===== config.mk =====
export PLATFORM = sky130hd
export DESIGN_NAME = dma_request_arbiter
export DESIGN_NICKNAME = d
export VERILOG_FILES = /design/src/rtl/dma_request_arbiter.sv
export SDC_FILE = /design/constraint.sdc
export NUM_CORES = 1
export LEC_CHECK = 0
export ABC_AREA = 1
export ABC_CLOCK_PERIOD_IN_PS = 3500
export CELL_PAD_IN_SITES_DETAIL_PLACEMENT = 0
export CELL_PAD_IN_SITES_GLOBAL_PLACEMENT = 1
export CORE_MARGIN = 1.5
export CORE_UTILIZATION = 45
export CTS_BUF_LIST = sky130_fd_sc_hd__clkbuf_4 sky130_fd_sc_hd__clkbuf_8
export DETAILED_ROUTE_END_ITERATION = 8
export DONT_BUFFER_PORTS = 1
export PLACE_DENSITY_LB_ADDON = 0.1
export SYNTH_ARGS = -nofsm -noshare
export SYNTH_HDL_FRONTEND = slang
export SYNTH_SLANG_ARGS = --single-unit

===== constraint.sdc =====
create_clock -name clk -period 3.5 [get_ports clk]
set_clock_uncertainty 0.2 [all_clocks]
set_input_delay 0.35 -clock clk [delete_from_list [all_inputs] [get_ports clk]]
set_output_delay 0.35 -clock clk [all_outputs]
set_load 0.05 [all_outputs]

===== src/rtl/dma_request_arbiter.sv =====
// dma_request_arbiter
// Shares one DMA read engine between NUM_REQ requesters. A round-robin pick
// latches the winner's address/count, drives the DMA read handshake, waits for
// buffer-ready and returns a one-cycle done pulse to the winner. A watchdog
// aborts a transfer whose DMA never reports ready and raises a sticky error.

module dma_request_arbiter #(
  parameter int NUM_REQ           = 3,
  parameter int MEM_ADDRESS_WIDTH = 3,
  parameter int TIMEOUT_CYCLES    = 255
) (
  input  logic                                   clk,
  input  logic                                   rst_n,
  input  logic [NUM_REQ-1:0]                     i_req,
  input  logic [NUM_REQ*MEM_ADDRESS_WIDTH-1:0]   i_req_address,
  input  logic [NUM_REQ*MEM_ADDRESS_WIDTH-1:0]   i_req_count,
  output logic [NUM_REQ-1:0]                     o_grant,
  output logic [NUM_REQ-1:0]                     o_done,
  output logic                                   o_dma_read,
  output logic [MEM_ADDRESS_WIDTH-1:0]           o_dma_address,
  output logic [MEM_ADDRESS_WIDTH-1:0]           o_dma_count,
  input  logic                                   i_dma_ready,
  output logic                                   o_busy,
  output logic                                   o_error
);

  localparam int IDX_W  = (NUM_REQ > 1) ? $clog2(NUM_REQ) : 1;
  localparam int WDOG_W = (TIMEOUT_CYCLES > 1) ? $clog2(TIMEOUT_CYCLES + 1) : 1;
  localparam int AW     = MEM_ADDRESS_WIDTH;

  // The watchdog fires on the last allowed cycle so a state lasts at most
  // TIMEOUT_CYCLES cycles before the abort edge.
  localparam logic [WDOG_W-1:0] WDOG_LAST = WDOG_W'(TIMEOUT_CYCLES - 1);

  localparam logic [1:0] S_IDLE       = 2'd0;
  localparam logic [1:0] S_ISSUE      = 2'd1;
  localparam logic [1:0] S_WAIT_READY = 2'd2;
  localparam logic [1:0] S_DONE       = 2'd3;

  logic [1:0]           r_state;
  logic [IDX_W-1:0]     r_ptr;
  logic [NUM_REQ-1:0]   r_grant;
  logic [NUM_REQ-1:0]   r_done;
  logic                 r_read;
  logic [AW-1:0]        r_addr;
  logic [AW-1:0]        r_count;
  logic [WDOG_W-1:0]    r_wdog;
  logic                 r_error;
  logic                 r_mask;

  logic [NUM_REQ-1:0]   w_eligible;
  logic [NUM_REQ-1:0]   w_last_onehot;
  logic [NUM_REQ-1:0]   w_pick_onehot;
  logic                 w_found;
  logic [IDX_W-1:0]     w_pick;
  logic [AW-1:0]        w_pick_addr;
  logic [AW-1:0]        w_pick_count;
  logic                 w_wdog_expired;
  int                   w_idx;

  function automatic logic [NUM_REQ-1:0] f_onehot(input logic [IDX_W-1:0] idx);
    logic [NUM_REQ-1:0] v;
    v = '0;
    for (int i = 0; i < NUM_REQ; i++) begin
      if (idx == IDX_W'(i)) v[i] = 1'b1;
    end
    return v;
  endfunction

  // The requester just served is masked for one IDLE cycle so it may drop its
  // level request a cycle late without being granted again.
  always_comb begin
    w_last_onehot = f_onehot(r_ptr);
    w_eligible    = r_mask ? (i_req & ~w_last_onehot) : i_req;
  end

  // Round-robin search starting just after the last winner, wrapping around.
  always_comb begin
    w_found = 1'b0;
    w_pick  = '0;
    w_idx   = 0;
    for (int k = 1; k <= NUM_REQ; k++) begin
      w_idx = (int'(r_ptr) + k) % NUM_REQ;
      if (!w_found && w_eligible[w_idx]) begin
        w_found = 1'b1;
        w_pick  = IDX_W'(w_idx);
      end
    end
  end

  // Winner's address/count slices and one-hot grant vector.
  always_comb begin
    w_pick_onehot  = f_onehot(w_pick);
    w_pick_addr    = i_req_address[int'(w_pick)*AW +: AW];
    w_pick_count   = i_req_count[int'(w_pick)*AW +: AW];
    w_wdog_expired = (r_wdog == WDOG_LAST);
  end

  // Transaction FSM: grant, read handshake, watchdog and done pulse.
  always_ff @(posedge clk or negedge rst_n) begin
    if (!rst_n) begin
      r_state <= S_IDLE;
      r_ptr   <= IDX_W'(NUM_REQ - 1);
      r_grant <= '0;
      r_done  <= '0;
      r_read  <= 1'b0;
      r_addr  <= '0;
      r_count <= '0;
      r_wdog  <= '0;
      r_error <= 1'b0;
      r_mask  <= 1'b0;
    end else begin
      case (r_state)
        S_IDLE: begin
          r_mask <= 1'b0;
          if (w_found) begin
            r_grant <= w_pick_onehot;
            r_ptr   <= w_pick;
            r_addr  <= w_pick_addr;
            r_count <= w_pick_count;
            r_wdog  <= '0;
            if (w_pick_count != '0) begin
              r_read  <= 1'b1;
              r_state <= S_ISSUE;
            end else begin
              r_done  <= w_pick_onehot;
              r_state <= S_DONE;
            end
          end
        end
        S_ISSUE: begin
          if (!i_dma_ready) begin
            r_wdog  <= '0;
            r_state <= S_WAIT_READY;
          end else if (w_wdog_expired) begin
            r_read  <= 1'b0;
            r_error <= 1'b1;
            r_done  <= r_grant;
            r_state <= S_DONE;
          end else begin
            r_wdog <= r_wdog + WDOG_W'(1);
          end
        end
        S_WAIT_READY: begin
          if (i_dma_ready) begin
            r_read  <= 1'b0;
            r_done  <= r_grant;
            r_state <= S_DONE;
          end else if (w_wdog_expired) begin
            r_read  <= 1'b0;
            r_error <= 1'b1;
            r_done  <= r_grant;
            r_state <= S_DONE;
          end else begin
            r_wdog <= r_wdog + WDOG_W'(1);
          end
        end
        S_DONE: begin
          r_done  <= '0;
          r_grant <= '0;
          r_mask  <= 1'b1;
          r_state <= S_IDLE;
        end
        default: begin
          r_state <= S_IDLE;
        end
      endcase
    end
  end

  // Every output comes straight from a register so reset clears it at once.
  always_comb begin
    o_grant       = r_grant;
    o_done        = r_done;
    o_dma_read    = r_read;
    o_dma_address = r_addr;
    o_dma_count   = r_count;
    o_busy        = (r_state != S_IDLE);
    o_error       = r_error;
  end

endmodule


==> results.yml, run 1 <==
run_status:
  status: "completed"
power:
  sw_frac_of_total_pct: 57.6
  power_frac_clock_pct: 8.2
  p_per_area_nw_per_um2: 1120
  seqPwrFrac_pct: 32.5
  p_int_w: 0.000978
  ir_drop_mv: 0.544
  combPwrFrac_pct: 59.4
  p_leak_nw: 0.989
  p_sw_w: 0.00133
clocking:
  clkTransAtPathRegs_ps: 90
  cts_buffers: 3
  ctsHtreeMaxLevel: 1
  cts_hold_buf: 2
  cts.sink_count: 27
  clock_latency_ps: 270
  cts.repair.resized: 0
  cts_tree: "yes"
  cts_max_path_buffers: 2
  root_buffer: "clkbuf_8"
  postCtsSetupRepairBufs: 0
timing:
  rsz0062_at_grt: "false"
  min_period_ps: 2800
  max_freq_ghz: 0.357
  fin_ws_ps: 702
  finalCritPeriodShare_pct: 79.9
  setup_viol: 0
  finalSetupTns_ps: 0
  tightest_slew_ps: 506
  drv_slew: 0
  hold_violations: 0
  slew_headroom_pct: 66.3
global_route:
  grt_max_degree: 28
  grt_pass1_wl_um: 7230
  grt_pass1_vias: 1571
  antenna_found_initial: 0
  grt-ovfl-total: 0
  grt_usage_pct: 20.3
cells_and_area:
  syn_to_final_growth_pct: 7.07
  fin_nets: 299
  drive_gt1_share_pct: 12.6
  nFillCells: 409
  fin_util_pct: 50.9
  antenna-diode-count: 0
synth:
  synth-simple-area-share_pct: 30.8
  synth_most_common_cell: "nand2_1"
  muxShareOfSynthArea_pct: 0
  synth_top_area_share_pct: 33.7
  synth-compound-area-share_pct: 16.7
  synth-xor-area-share_pct: 0.909
  synth_edf_count: 0
  yosysTopAreaCell: "dfrtp_1"
  ys_ff_latch: 27
  ys_top_cells_by_area: "dfrtp_1 34%, nand2_1 11%, ha_1 7.8%"
  synthAdderAreaFrac_pct: 7.79
  synth_top_family_by_area: "simple AND/OR/NAND/NOR gates"
  async_reset_ff_share_pct: 100
  yosys_most_used_dff: "dfrtp_1"
  ys_seq_area_share_pct: 35.1
  syn-cell-area_um2: 1930
  yosys_warnings: 0
  syn_inst: 258
  syn-num-nets: 294
  avgSynthCellArea_um2: 7.47
  synth_commonest_cells: "54 x nand2_1, 39 x inv_1, 26 x dfrtp_1, 22 x o21ai_0, 21 x nor2_1"
  synth_cell_types: 33
placed_design:
  dp_slack_ps: 711
  place.gp.congestion: 0.824
  portBuffers: 0
  dp_hpwl_um: 3320
critical_path:
  critPathLaunchType: "flop"
  slowest_stage: "dfstp_2"
  crit_type: "reg2reg"
  r2r-end: "o_done[2]"
  cpMostUsedCell: "nand2_1"
  cp_max_fo: 7
  worstPathArrival_ps: 2760
  path_cells: "inv_1 > ha_1 > inv_1 > nand3_2 > nand3_2 > nand2_4 > nand2_1 > inv_2 > nand3_1 > nand2_1 > nand2_1 > nand2_1 > nor2_1 > nand3_2 > nand2_4 > nand2_4 > nand2_1 > o21ai_2"
  worstPathRequired_ps: 3460
  reg2reg_from: "r_ptr[1]"
  critPathMaxStageDelay_ps: 570
  rrSetupSlack_ps: 700
  rr_worst_depth: 18
  endpoint_kind: "flop"
floorplanning:
  core-area_um2: 4060
  start_util_pct: 47.5
  die_h_um: 68.5
  fp.dieW_um: 68.5
  rows: 23
  io_pins: 39
  dieArea_um2: 4690
route:
  vias: 1677
  firstDrtPassIters: 4
  avgViaCountPerCell: 5.38
  drc: 0
  routedWlPerCell_um: 13.7
  ant_nets: 0
  wl_um: 4280
  drt_iter0_markers: 69
min_path:
  holdPathStages: 2
  hp-class: "in2reg"
  hold_start: "i_req_address[1]"
  holdPathEnd: "o_dma_address[1]"
flow_run:
  drv_cap: 0
## placed cells by master (no fill, tap or decap), drive strengths merged, types with 2 or more instances in the layout
master | Yosys | layout
nand4 | 4 | 4
a22oi | 3 | 3
o22ai | 3 | 3
nor2 | 24 | 24
o31ai | 3 | 3
dfrtp | 26 | 26
nand3 | 22 | 22
a31oi | 2 | 2
o21ai | 25 | 25
ha | 12 | 12
o32ai | 3 | 3
buf | 1 | 2
nand2 | 65 | 65
nor3 | 3 | 3
a21oi | 11 | 11
clkbuf | 2 | 4
inv | 41 | 41
## power by group through the flow
stage	combinational (W)	sequential, W	clock [W]
floorplan	0.00112	0.000731	0
global placement	0.00137	0.000758	0
detailed placement	0.00136	0.000757	0
CTS	0.00137	0.000751	0.000192
global route	0.00157	0.000768	0.000206
finish	0.00137	0.000748	0.000189
## worst max path at each step
stage / start / endpoint / slack, ps / cells after the start
finish: r_ptr[1] / o_done[2] / 700 / 18
global route: r_ptr[1] / o_done[2] / 470 / 18
CTS: r_ptr[1] / o_done[0] / 700 / 18
detailed placement: r_ptr[1] / o_done[0] / 710 / 18
global placement: r_ptr[1] / o_grant[1] / 740 / 12
floorplan: r_ptr[1] / o_done[0] / 990 / 18
## kinds of logic (layout without fill, tap and decap cells)
logic type,count (synthesis),in the layout
compound gates,53,53
xor+xnor,2,2
fa+ha+maj,12,12
buf+inv,44,48
flops,27,27
simple gates,120,120
## metrics by stage
| step | cells | power [W] | cell area, µm² | hold slack, ps |
|---|---|---|---|---|
| 5_1_grt | 312 | 0.00254 | 2060 | 44.4 |
| 3_3_place_gp | 306 | 0.00213 | 1990 | -145 |
| 3_5_place_dp | 306 | 0.00212 | 1990 | -145 |
| 6_report | 312 | 0.00231 | 2060 | 29.3 |
| 4_1_cts | 312 | 0.00232 | 2060 | 27.5 |
| 2_1_floorplan | 258 | 0.00185 | 1930 | -146 |
## state kept, by name, summed over array words and instances, names as in the netlist
signal and flops:
o_dma_address 3, o_dma_count 3, o_dma_read 1, o_done 3, o_error 1, o_grant 3
r_mask 1, r_ptr 2, r_state 2, r_wdog 8
## critical path: cells and delay by family, from the launching register on
family / cells / cell delay [ps]
AND/OR/NAND/NOR: 13 / 1270
flip-flops: 1 / 570
adder cells (fa/ha/maj): 1 / 330
buffers and inverters: 3 / 270
AO/OA/AOI/OAI: 1 / 60
## layer usage
layer  part of all wire [%]  global-route usage, %
met3                    4.5                   3.95
met2                     45                   32.0
met5                      0                      0
met4                    1.4                   5.75
met1                     49                   28.0
## cell type report
| type | count | area, µm² | share of cell area, % |
|---|---|---|---|
| clock buffer | 4 | 48.8 | 2.36 |
| inverter | 41 | 154 | 7.45 |
| multi-input combinational | 187 | 1080 | 52.5 |
| sequential | 27 | 677 | 32.8 |
| tap | 50 | 62.6 | 3.03 |
| timing repair buffer | 3 | 37.5 | 1.82 |
No activity file was read; power rests on OpenSTA's default activity.
==> run 2, diff against run 1 <==
Settings changed: ABC_CLOCK_PERIOD_IN_PS 3500 to 2400, CORE_UTILIZATION 45 to 43.
Clock period 3.5 ns to 2.4 ns, I/O delays scaled along.
==> run 2 against run 1 <==
Compared with the run above: core utilization rose by 9.1 points; the run now ends with setup timing left; final area rose by 26%; via count rose by 11%; final cell count rose by 14%; maximum frequency rose by 10%; sequential share of layout area fell by 6.7 points; critical path depth fell by 1; register-to-register slack got worse by 840 ps; non-clock buffer count rose by 42; routed wire length rose by 15%; worst setup slack got worse by 840 ps.
==> results.yml, run 2 (same netlist as run 1, synthesis figures left out) <==
clocking:
  cts_tree: "yes"
  ctsHtreeMaxLevel: 1
  clkTransAtPathRegs_ps: 100
  cts_max_path_buffers: 2
  clock_latency_ps: 280
  cts.sink_count: 27
  root_buffer: "clkbuf_8"
  cts_buffers: 3
critical_path:
  critPathLaunchType: "flop"
  crit_type: "reg2reg"
  endpoint_kind: "flop"
  cp_max_fo: 7
  worstPathArrival_ps: 2510
  worstPathRequired_ps: 2380
global_route:
  grt_usage_pct: 20.0
  grt-ovfl-total: 0
  grt_max_degree: 28
  grt_pass1_wl_um: 8020
  antenna_found_initial: 0
  grt_pass1_vias: 1735
min_path:
  hp-class: "in2reg"
placed_design:
  dp_slack_ps: -202
  portBuffers: 0
  dp_cells: 333
  dp_hpwl_um: 3470
  place.gp.congestion: 0.837
floorplanning:
  core-area_um2: 4320
  die_h_um: 70.0
  io_pins: 39
  dieArea_um2: 4890
  rows: 24
  fp.dieW_um: 70.0
  start_util_pct: 44.6
cells_and_area:
  antenna-diode-count: 0
  top_register: "r_wdog"
  final_cell_count_no_fill: 356
  fin_util_pct: 60.0
  largest_reg_flops: 8
  layout_commonest_cell: "nand2_1"
  syn_to_final_growth_pct: 34.5
  layout_common_cells: "43 x nand2_1, 36 x inv_1, 34 x buf_4, 26 x dfrtp_1, 20 x o21ai_0"
  drive_gt1_share_pct: 31.9
  fin_nets: 341
timing:
  finalSetupTns_ps: -1380
  max_freq_ghz: 0.394
  finalCritPeriodShare_pct: 106
  drv_slew: 0
  min_period_ps: 2540
  rsz0062_at_grt: "true"
  tightest_slew_ps: 547
  fin_ws_ps: -135
  slew_headroom_pct: 63.5
  setup_viol: 16
  hold_violations: 0
route:
  ant_nets: 0
  routedWlPerCell_um: 13.8
  drt_iter0_markers: 96
  avgViaCountPerCell: 5.22
  firstDrtPassIters: 4
  drc: 0
  vias: 1857
  wl_um: 4900
run_status:
  violations: "setup timing"
  status: "complete, but fails checks"
flow_run:
  drv_cap: 0
==> run 2: cell types whose count changed in the layout (fill, tap and decap cells not counted), moves of 3 or more <==
cell	change
buf_4	+33
nand2_2	+8
nand3_1	-4
inv_1	-3
nor2_1	-7
nor2_4	+8
dlygate4sd3_1	+8
nand2_1	-11
==> run 2: what timing repair did <==
action / 4_1_cts / 5_1_grt
setup buffers: 6 / 3
pin swaps: 15 / 19
hold buffers: 8 / 2
endpoints found under the setup margin: 16 / 22
gates resized for setup: 18 / 27
endpoints found under the hold margin: 30 / 2
==> run 2: critical path, stage by stage (launching register included) <==
cell,delay [ps]
dfstp_2,580
inv_4,50
ha_4,300
inv_4,50
nand3_2,60
nand3_2,90
nand2_4,130
nand4_1,170
nand2_4,120
nand2_4,90
nor2_4,120
nor2_4,60
nand3_4,100
nand2_4,80
nand2_2,80
nand2_1,50
nand2_1,50
nand2_1,60
==> run 2: final timing paths <==
check,from,end,slack (ps),cells past startpoint
max,r_ptr[1],o_dma_read,-140,17
min,i_req_address[4],o_dma_address[1],30,2
max reg2reg,r_ptr[1],o_dma_read,-140,17
min reg2reg,r_wdog[7],r_wdog[7],350,2
max in group asynchronous,rst_n,r_ptr[1],1550,2
min in group asynchronous,rst_n,r_state[1],210,2
==> run 2: final cells by class <==
class | instances | area [µm²]
well taps | 52 | 65.1
fillers | 405 | 1730
multi-input cells | 187 | 1260
inverters | 41 | 159
repair buffers | 45 | 377
clock inverters | 1 | 8.76
clock buffers | 3 | 41.3
flip-flops and latches | 27 | 677
==> run 2: metal layers <==
metal	vias to the layer above	GRT usage, %	routed length (µm)
met4	0	3.42	40
met5	-	0	0
met1	876	28.7	2290
li1	944	-	-
met2	33	31.4	2350
met3	4	4.33	223
==> run 2: per-stage QoR <==
stage / hold WS [ps] / cell area (µm²)
global placement: -255 / 2200
floorplan: -256 / 1950
detailed placement: -255 / 2200
finish: 31.6 / 2590
global route: 46.6 / 2590
CTS: 4.78 / 2450
Power of run 2 is not shown: default switching activity piles up to over one toggle a cycle in this logic, so the estimate is an artifact.
==> run 3, diff against run 2 <==
Settings changed: ABC_AREA 1 to 0, CORE_UTILIZATION 43 to 45.
==> run 3 against run 2 <==
Compared with the run above: the run ends with hold timing, setup timing left; final cell count shrank 11%; routed wire length grew 14%; worst setup slack lost 260 ps; synthesized cell count shrank 17%; final area grew 2.6%; critical path type unchanged; critical endpoint is now o_done[0].
==> results.yml, run 3 <==
global_route:
  grt_usage_pct: 24.2
  grt_max_degree: 28
  grt_pass1_wl_um: 9560
  grt-ovfl-total: 0
  grt_pass1_vias: 1880
  antenna_found_initial: 0
synth:
  synth_cell_types: 53
  yosys_most_used_dff: "dfrtp_1"
  avgSynthCellArea_um2: 9.39
  yosysTopAreaCell: "dfrtp_1"
  synth_most_common_cell: "dfrtp_1"
  ys_seq_area_share_pct: 33.9
  syn_inst: 213
  ys_ff_latch: 27
  syn-cell-area_um2: 2000
  ys_top_cells_by_area: "dfrtp_1 33%, ha_1 7.5%, mux2_2 3.4%"
  yosys_warnings: 0
  syn-num-nets: 249
  synth_edf_count: 0
  async_reset_ff_share_pct: 100
  synth_commonest_cells: "26 x dfrtp_1, 17 x nand2_1, 16 x inv_1, 13 x a21oi_1, 12 x ha_1"
  synth_top_area_share_pct: 32.5
power:
  power.total_w: 0.00368
  sw_frac_of_total_pct: 48.2
  p_leak_nw: 1.18
  ir_drop_mv: 0.851
  combPwrFrac_pct: 66.0
  p_int_w: 0.00191
  p_sw_w: 0.00177
  power_frac_clock_pct: 7.8
  seqPwrFrac_pct: 26.2
  p_per_area_nw_per_um2: 1380
timing:
  max_freq_ghz: 0.358
  rsz0062_at_grt: "true"
  drv_slew: 0
  hold_violations: 1
  setup_viol: 23
  whs_ps: -5.61
  fin_ws_ps: -393
  finalCritPeriodShare_pct: 116
  min_period_ps: 2790
  slew_headroom_pct: 62.0
  tightest_slew_ps: 570
run_status:
  status: "complete, but fails checks"
  violations: "hold timing, setup timing"
clocking:
  cts.sink_count: 27
  root_buffer: "clkbuf_8"
  clkTransAtPathRegs_ps: 120
  ctsHtreeMaxLevel: 1
  cts_max_path_buffers: 2
  cts_buffers: 3
  cts_tree: "yes"
  clock_latency_ps: 290
cells_and_area:
  fin_nets: 301
  antenna-diode-count: 0
  top_register: "r_wdog"
  syn_to_final_growth_pct: 33.0
  layout_common_cells: "40 x buf_4, 26 x dfrtp_1, 17 x nand2_1, 15 x inv_1, 11 x a21oi_1"
  largest_reg_flops: 8
  drive_gt1_share_pct: 34.5
  layout_commonest_cell: "buf_4"
critical_path:
  crit_start: "r_ptr[1]"
  endpoint_kind: "flop"
  critPathMaxStageDelay_ps: 580
  cp_max_fo: 4
  slowest_stage: "dfstp_2"
  path_cells: "inv_4 > ha_4 > or3b_4 > o311ai_4 > or3_4 > a221o_1 > o22ai_4 > mux2_4"
  worstPathRequired_ps: 2380
  critPathLaunchType: "flop"
  worstPathArrival_ps: 2780
  crit_type: "reg2reg"
  reg2reg_from: "r_ptr[1]"
floorplanning:
  fp.dieW_um: 69.7
  die_h_um: 69.7
  rows: 24
  io_pins: 39
  dieArea_um2: 4850
  core-area_um2: 4320
  start_util_pct: 46.2
min_path:
  hold_start: "i_req_address[7]"
  hp-class: "in2reg"
route:
  vias: 1904
  avgViaCountPerCell: 6.03
  wl_um: 5600
  firstDrtPassIters: 7
  routedWlPerCell_um: 17.7
  ant_nets: 0
  drt_iter0_markers: 131
  drc: 0
placed_design:
  dp_hpwl_um: 4050
  portBuffers: 0
  place.gp.congestion: 0.962
flow_run:
  drv_cap: 0
[run 3: cell count changes after synthesis, moves of 10 or more]
| cell | before | now |
|---|---|---|
| nand3_1 | 17 | 7 |
| o21ai_0 | 22 | 10 |
| nor2_1 | 21 | 10 |
| nand2_1 | 54 | 17 |
| inv_1 | 39 | 16 |
[run 3: what timing repair did]
item | CTS | global route
pin swaps | 10 | 0
endpoints found under the hold margin | 34 | 0
resized for setup | 21 | 2
hold buffers | 11 | 0
endpoints found under the setup margin | 25 | 25
buffers inserted | 4 | 0
[run 3: logic make-up after synthesis]
group / after synthesis / synth area share [%]
DFF: 27 / 33.9
muxes: 18 / 10.3
adders and majority gates: 12 / 7.51
buffers and inverters: 26 / 5.63
and+or+nand+nor: 64 / 17.3
AOI/OAI and AO/OA: 66 / 25.4
[run 3: layout make-up]
cell class | instances | area, µm²
clock buffer | 3 | 41.3
timing repair buffer | 57 | 488
clock inverter | 1 | 7.51
tap | 52 | 65.1
fill | 372 | 1660
multi-input combinational | 160 | 1320
sequential | 27 | 677
inverter | 16 | 62.6
[run 3: critical path: cells and delay by family, from the launching register on]
kind | cells | cell delay, ps
AO/OA/AOI/OAI | 3 | 700
adder cells (fa/ha/maj) | 1 | 210
flip-flops | 1 | 580
multiplexers | 1 | 330
AND/OR/NAND/NOR | 2 | 630
buffers and inverters | 1 | 50
[run 3: path summary, 6_finish.rpt]
| kind | slack, ps | endpoint | cells after the start |
|---|---|---|---|
| max in group asynchronous | 1570 | r_ptr[1] | 2 |
| min | -6 | o_dma_address[1] | 2 |
| max | -390 | o_done[0] | 8 |
| min in group asynchronous | 170 | r_wdog[0] | 2 |
| min reg2reg | 390 | r_state[1] | 1 |
| max reg2reg | -390 | o_done[0] | 8 |
[run 3: power by group through the flow]
stage | Combinational, W | Sequential, W | Clock, W
2_1_floorplan | 0.00145 | 0.000994 | 0
3_3_place_gp | 0.00211 | 0.000964 | 0
3_5_place_dp | 0.00219 | 0.000971 | 0
4_1_cts | 0.00241 | 0.000962 | 0.000286
5_1_grt | 0.00265 | 0.000983 | 0.000303
6_report | 0.00243 | 0.000966 | 0.000286
[run 3: metrics by stage]
| step | setup TNS (ps) | setup WS, ps | cell area (µm²) | cells | utilization [%] |
|---|---|---|---|---|---|
| after floorplan | -2000 | -475 | 2050 | 213 | - |
| after global placement | -3240 | -316 | 2370 | 297 | 54.9 |
| after detailed placement | -4320 | -366 | 2370 | 297 | 54.9 |
| after CTS | -2940 | -373 | 2650 | 316 | 61.4 |
| after global routing | -5930 | -457 | 2660 | 316 | 61.5 |
| final | -3390 | -393 | 2660 | 316 | 61.5 |
[run 3: per-layer routing]
metal	vias to the layer above	routed length (µm)	track usage (%)
li1	896	-	-
met2	46	2800	39.1
met4	0	19	5.13
met1	960	2590	34.8
met5	-	0	0
met3	2	193	3.05
